==> src/rtl/pipe_pkg.sv <==
// Shared definitions for the generic inter-stage pipeline register.
package pipe_pkg;

  localparam int unsigned DSIZE_DEF = 16;
  localparam int unsigned ASIZE_DEF = 5;
  localparam int unsigned CTRL_W    = 3;

  localparam int unsigned CTRL_WEN      = 0;
  localparam int unsigned CTRL_MEMTOREG = 1;
  localparam int unsigned CTRL_MEMWRITE = 2;

  function automatic int unsigned payload_w(input int unsigned dsize, input int unsigned asize,
                                            input int unsigned ctrl_w);
    return 2 * dsize + asize + ctrl_w;
  endfunction

  localparam int unsigned PAYLOAD_W = payload_w(DSIZE_DEF, ASIZE_DEF, CTRL_W);

endpackage

==> src/rtl/pipe_slot.sv <==
// One valid bit plus payload register; clear beats load, reset beats both.
module pipe_slot #(
  parameter int unsigned W = 8
) (
  input  logic         clk,
  input  logic         rst,
  input  logic         load,
  input  logic         clear,
  input  logic [W-1:0] d,
  output logic         valid,
  output logic [W-1:0] q
);

  logic         valid_q;
  logic [W-1:0] data_q;

  // Clear drops only the valid bit; stale data is harmless once invalid.
  always_ff @(posedge clk) begin
    if (rst) begin
      valid_q <= 1'b0;
      data_q  <= '0;
    end else if (clear) begin
      valid_q <= 1'b0;
    end else if (load) begin
      valid_q <= 1'b1;
      data_q  <= d;
    end
  end

  assign valid = valid_q;
  assign q     = data_q;

endmodule

==> src/rtl/pipe_stage_reg.sv <==
// Generic pipeline stage register with valid/ready handshake, flush and optional skid entry.
module pipe_stage_reg #(
  parameter int unsigned DSIZE  = pipe_pkg::DSIZE_DEF,
  parameter int unsigned ASIZE  = pipe_pkg::ASIZE_DEF,
  parameter int unsigned CTRL_W = pipe_pkg::CTRL_W,
  parameter int unsigned SKID   = 1
) (
  input  logic              clk,
  input  logic              rst,
  input  logic              flush,
  input  logic              in_valid,
  output logic              in_ready,
  input  logic [DSIZE-1:0]  in_aluout,
  input  logic [DSIZE-1:0]  in_rdata2,
  input  logic [ASIZE-1:0]  in_waddr,
  input  logic [CTRL_W-1:0] in_ctrl,
  output logic              out_valid,
  input  logic              out_ready,
  output logic [DSIZE-1:0]  out_aluout,
  output logic [DSIZE-1:0]  out_rdata2,
  output logic [ASIZE-1:0]  out_waddr,
  output logic [CTRL_W-1:0] out_ctrl
);

  import pipe_pkg::*;

  localparam int unsigned PW = payload_w(DSIZE, ASIZE, CTRL_W);

  logic [PW-1:0]     in_data;
  logic [PW-1:0]     m_din;
  logic [PW-1:0]     m_data;
  logic              m_valid;
  logic              m_load;
  logic              m_clear;
  logic              accept;
  logic              emit;
  logic [CTRL_W-1:0] m_ctrl;

  assign in_data = {in_aluout, in_rdata2, in_waddr, in_ctrl};
  assign accept  = in_valid & in_ready;
  assign emit    = m_valid & out_ready;

  pipe_slot #(
    .W (PW)
  ) u_main (
    .clk   (clk),
    .rst   (rst),
    .load  (m_load),
    .clear (m_clear),
    .d     (m_din),
    .valid (m_valid),
    .q     (m_data)
  );

  if (SKID != 0) begin : g_skid
    logic          s_valid;
    logic [PW-1:0] s_data;
    logic          s_load;
    logic          s_clear;

    pipe_slot #(
      .W (PW)
    ) u_skid (
      .clk   (clk),
      .rst   (rst),
      .load  (s_load),
      .clear (s_clear),
      .d     (in_data),
      .valid (s_valid),
      .q     (s_data)
    );

    // in_ready depends only on the skid valid register, never on out_ready.
    assign in_ready = ~s_valid & ~rst;

    always_comb begin
      m_din   = in_data;
      m_load  = 1'b0;
      m_clear = flush;
      s_load  = 1'b0;
      s_clear = flush;
      if (s_valid) begin
        m_din   = s_data;
        m_load  = emit;
        s_clear = flush | emit;
      end else begin
        m_load  = accept & (emit | ~m_valid);
        m_clear = flush | (emit & ~accept);
        s_load  = accept & m_valid & ~emit;
      end
    end
  end else begin : g_single
    assign in_ready = (~m_valid | out_ready) & ~rst;

    always_comb begin
      m_din   = in_data;
      m_load  = accept;
      m_clear = flush | (emit & ~accept);
    end
  end

  assign out_valid = m_valid;
  assign {out_aluout, out_rdata2, out_waddr, m_ctrl} = m_data;
  // Bubbles must never carry a live wen/memwrite downstream.
  assign out_ctrl = m_valid ? m_ctrl : '0;

endmodule

==> config.mk <==
export PLATFORM = sky130hd
export DESIGN_NAME = pipe_stage_reg
export DESIGN_NICKNAME = d
export VERILOG_FILES = /design/src/rtl/pipe_pkg.sv /design/src/rtl/pipe_slot.sv /design/src/rtl/pipe_stage_reg.sv
export SDC_FILE = /design/constraint.sdc
export NUM_CORES = 1
export LEC_CHECK = 0
export ABC_AREA = 1
export BUFFER_PORTS_ARGS = -buffer_cell sky130_fd_sc_hd__buf_2
export CORE_UTILIZATION = 30
export CTS_CLUSTER_SIZE = 16
export DETAILED_ROUTE_END_ITERATION = 8
export GPL_TIMING_DRIVEN = 0
export MAX_ROUTING_LAYER = met4
export PLACE_DENSITY = 0.54
export SLEW_MARGIN = 25
export SYNTH_ARGS = -nofsm -noshare
export SYNTH_HDL_FRONTEND = slang
export SYNTH_HIERARCHICAL = 1
export SYNTH_SLANG_ARGS = --single-unit
==> constraint.sdc <==
create_clock -name clk -period 1.4 [get_ports clk]
set_input_delay 0.28 -clock clk [delete_from_list [all_inputs] [get_ports clk]]
set_output_delay 0.28 -clock clk [all_outputs]
set_load 0.005 [all_outputs]
# After elaboration in Yosys (flattened, before gate mapping)

Cells that the tools add are included.

Bits in registers: 82
Output and inout port bits: 42
Logic and storage cells: 31

Multiplexer cells: 6
Bitwise logic cells: 17
Reduce and logical (&&, ||, !) cells: 4

Operator list:

| cell             | number |
|---|---|
| $mux 40          | 1 |
| $and 1x1->1      | 7 |
| $not 1->1        | 7 |
| $mux 1           | 4 |
| $reduce_and 2->1 | 2 |
| $reduce_or 2->1  | 2 |
| $mux 3           | 1 |
| $or 1x1->1       | 3 |

# Longest topological paths before layout

Depth after elaboration: 9
Mapped depth: 10
Gate-level depth less buffers: 8

# Cells and area by module

The synthesis kept the hierarchy.

By module, submodules not included:

| module         | instances | cells an instance | area an instance (µm²) | sequential area each (µm²) |
|---|---|---|---|---|
| pipe_slot      | 2         | 264               | 1783.0                 | 820.8 |
| pipe_stage_reg | 1         | 150               | 659.4                  | 0.0 |

# Worst setup path before layout

No wires, ideal clock.

Path kind: register -> register
From: reg g_skid.u_skid.valid_q (netlist: g_skid.u_skid/valid)
To: reg u_main.data_q[27] (netlist: u_main/q[27])
Library setup time: 113 ps
Data arrival time: 1231 ps
Required time: 1287 ps
Path slack: 56 ps
Stages on the path, launching flop included: 11
Buffers on the path: 2
Clock period less this slack: 1344 ps
Cells stage by stage: dfxtp_1 -> buf_6 -> nor2_4 -> nand2_1 -> nand2_1 -> nand2_1 -> inv_1 -> buf_6 -> nand3_1 -> nand2_1 -> nor2_1

Cells in the longest elaborated chain, start to end: 9
Elaborated cells on any way between the ends: 12
Those cells by class: mux (3); bitwise (8); reduce/logical (1)

Ends and longest elaborated chain:

| element                    | line                 | RTL |
|---|---|---|
| start: declaration         | pipe_slot.sv:14      | `logic valid_q;` |
| start signal: assignment   | pipe_slot.sv:20      | `valid_q <= 1'b0;` |
| start signal: assignment   | pipe_slot.sv:23      | `valid_q <= 1'b0;` |
| start signal: assignment   | pipe_slot.sv:25      | `valid_q <= 1'b1;` |
| $not 1->1                  | pipe_stage_reg.sv:74 | `assign in_ready = ~s_valid & ~rst;` |
| $and 1x1->1                | pipe_stage_reg.sv:74 |  |
| net in_ready               | pipe_stage_reg.sv:12 | `output logic in_ready,` |
| $and 1x1->1                | pipe_stage_reg.sv:40 | `assign accept = in_valid & in_ready;` |
| $not 1->1                  | pipe_stage_reg.sv:88 | `m_clear = flush \| (emit & ~accept);` |
| $and 1x1->1                | pipe_stage_reg.sv:88 |  |
| $or 1x1->1                 | pipe_stage_reg.sv:88 |  |
| $mux 1                     | pipe_stage_reg.sv:82 | `if (s_valid) begin` |
| net m_clear                | pipe_stage_reg.sv:34 | `logic m_clear;` |
| $not 1->1 (no line)        | n/a                  |  |
| $reduce_and 2->1 (no line) | n/a                  |  |
| end signal: assignment     | pipe_slot.sv:21      | `data_q <= '0;` |
| end signal: assignment     | pipe_slot.sv:26      | `data_q <= d;` |
| end: declaration           | pipe_slot.sv:15      | `logic [W-1:0] data_q;` |

The timed path passes the listed nets, and every way through them passes these cells.
A chain may end at the register's enable or synchronous reset.

# Final worst setup path

From: reg g_skid.u_skid.valid_q (netlist: g_skid.u_skid/valid)
To: reg g_skid.u_skid.data_q[13] (netlist: g_skid.u_skid/q[13])

Cells in the longest elaborated chain, start to end: 7
Elaborated cells on any way between the ends: 9
Those cells by class: mux (2); bitwise (6); reduce/logical (1)

Ends and longest elaborated chain:

| element                        | line                 | RTL |
|---|---|---|
| $not 1->1                      | pipe_stage_reg.sv:74 |  |
| $and 1x1->1                    | pipe_stage_reg.sv:74 |  |
| $and 1x1->1                    | pipe_stage_reg.sv:40 |  |
| $and 1x1->1 (2 in a row)       | pipe_stage_reg.sv:89 | `s_load = accept & m_valid & ~emit;` |
| $mux 1 (*)                     | pipe_stage_reg.sv:82 |  |
| net g_skid.s_load              | pipe_stage_reg.sv:58 | `logic s_load;` |
| $reduce_and 2->1 (no line) (*) | n/a                  |  |
| end signal: assignment         | pipe_slot.sv:21      |  |
| end signal: assignment         | pipe_slot.sv:26      |  |
| end: declaration               | pipe_slot.sv:15      |  |

Mark *: on every way through the listed nets, which the timed path passes. The rest lies on a longest branch.

==> flow_summary.yaml <==
yosys:
  synth_top_area_share_pct: 38.9
  synth_top_cell_by_area: "dfxtp_1"
  syn-num-nets: 723
  synthTopCellsByArea: "dfxtp_1, nand2_1, nor2_1"
  syn_avg_cell_area_sq_um: 6.23
  yosysUniqueCellTypes: 16
  synthCells: 678
  synth_area_sq_um: 4230
  synth_seq_cells: 82
  seq_area_frac_synth_pct: 38.9
  yosys_warnings: 6
final_layout:
  final_common_cell: "nand2_1"
  layout-drive-gt1-share_pct: 27.2
  final_cell_mix: "nand2_1, nor2_1, buf_2"
  design_area_sq_um: 5590
  syn_to_final_growth_pct: 32.4
  nets: 838
  diodes: 0
die:
  die_h_microns: 121
  rows: 42
  die_w_microns: 121
  ios: 87
  start_util_pct: 31.3
  design.core.area_sq_um: 13500
  dieArea_sq_um: 14600
detailed_routing:
  drtAntennaViolNets: 0
  vias_per_cell: 4.21
  drt_iter0_drc: 176
  wl_per_cell_microns: 11.7
  routed_wl_microns: 11400
  first_pass_iters: 4
  drc: 0
  vias: 4098
critical_path:
  crit_family: "buffers and inverters"
  start_kind: "flip-flop"
  path_max_fanout: 5
  end_kind: "flip-flop"
  timing.rr.start: "g_skid.u_skid/valid"
  critPathKind: "flip-flop to flip-flop"
  critPathLaunch: "g_skid.u_skid/valid"
  worstPathCellList: "buf_6 -> nor2_4 -> nand2_2 -> nor2_1 -> buf_4 -> inv_4 -> nor2_4 -> buf_6 -> buf_6 -> nor2_1 -> nor2_1"
  path_buf_inv: 5
  worstPathArrival_ns: 1.73
  max_stage_delay_ns: 0.32
  cp.required_ns: 1.67
  cp_slowest_cell: "dfxtp_2"
timing:
  finalSetupTns_ns: -2.06
  timing.hold.ws_ns: 0.217
  tightest_slew_ns: 0.505
  fin_crit_ns: 1.46
  setup_viol: 65
  relSlewSlack_pct: 66.3
  maxSlewViolCount: 0
  finalCritPeriodShare_pct: 104
  hold_viol_final: 0
  max_freq_ghz: 0.684
  fin_skew_ns: 0.00752
  layout_setup_ws_ns: -0.0616
  grt_setup_unrepaired: "yes"
cts:
  cts_tree: "yes"
  clkSinkCount: 82
  htree_levels: 3
  path_clk_slew_ns: 0.06
  cts_root_buf: "clkbuf_16"
  cts_buffers: 9
  cts_max_path_buffers: 2
  clk_latency_ns: 0.34
grt:
  grt_pass1_vias: 3933
  grt_usage_pct: 17.2
  grt_pass1_wl_microns: 19000
  grt_max_degree: 13
  antenna_found_initial: 0
  grt_overflow: 0
power:
  powerDensity_nw_per_um2: 992
  ir_worst_vdd_v: 0.000479
  p_leak_nw: 3.02
hold_path:
  min-delay-start: "rst"
  hold_path.class: "input port to flip-flop"
placed_design:
  portBuffers: 86
  dpl_cell_area_sq_um: 4880
  place_ws_ns: -0.165
  place_hpwl_microns: 7930
  routabilityCongestion: 0.773
run_status:
  status: "finished with violations"
  violations: "negative setup slack"
job:
  maxCapViolations: 0
-- where the power goes --
group | switching, W | leakage, nW | internal [W]
clock network | 0.000927 | 0.152 | 0.00152
logic | 0.000375 | 2.20 | 0.000288
registers | 0.0000414 | 0.667 | 0.00240
total | 0.00134 | 3.02 | 0.00421
-- what timing repair did --
item | CTS | global route
endpoints found under the setup margin | 85 | 83
setup buffers | 11 | 1
pin swaps | 22 | 48
resized for setup | 33 | 58
hold buffers | 0 | 0
cloned | 8 | 0
-- per-layer routing --
layer | GRT usage, % | vias up | routed length, microns
li1 | - | 2225 | -
met1 | 22.1 | 1792 | 5720
met2 | 27.3 | 68 | 5170
met3 | 2.88 | 13 | 346
met4 | 5.86 | 0 | 161
met5 | - | - | 0
-- state kept, by name, indices dropped and copies added, names as in the netlist --
| signal | flops |
|---|---|
| g_skid.u_skid/q | 40 |
| u_main/q | 40 |
| g_skid.u_skid/valid | 1 |
| u_main/valid | 1 |
-- synthesized netlist by cell type, drive strengths merged --
cell / number
nand2: 210
nor2: 167
inv: 92
dfxtp: 82
nand3: 82
buf: 41
clkbuf: 2
nor3: 2
-- logic make-up (layout without fill, tap and decap cells) --
kind of cell	count (synthesis)	in the layout	synth area share, %
simple gates	461	461	44.6
buf+inv	135	254	16.6
flops	82	82	38.9
-- cell type report --
class                           instances  area (sq um)
Fill cell                            1497          7910
Sequential cell                        82          1640
Multi-Input combinational cell        461          2030
Timing Repair Buffer                  105           638
Buffer                                 42           399
Clock buffer                           13           270
Tap cell                              176           220
Inverter                               92           355
Clock inverter                          2          35.0
-- per-stage QoR --
stage | utilization (%) | std cells | power [W]
floorplan | - | 678 | 0.00286
global placement | 36.1 | 940 | 0.00310
detailed placement | 36.1 | 940 | 0.00310
CTS | 40.0 | 972 | 0.00561
global route | 41.4 | 973 | 0.00583
finish | 41.4 | 973 | 0.00555
-- worst paths after layout --
check	depth (start not counted)	slack [ns]	endpoint
setup / recovery	11	-0.06	g_skid.u_skid/q[13]
setup reg to reg	11	-0.06	g_skid.u_skid/q[13]
hold / removal	2	0.22	g_skid.u_skid/valid
hold reg to reg	2	0.46	u_main/q[23]
Note: power is estimated with default switching activity, not from simulation.
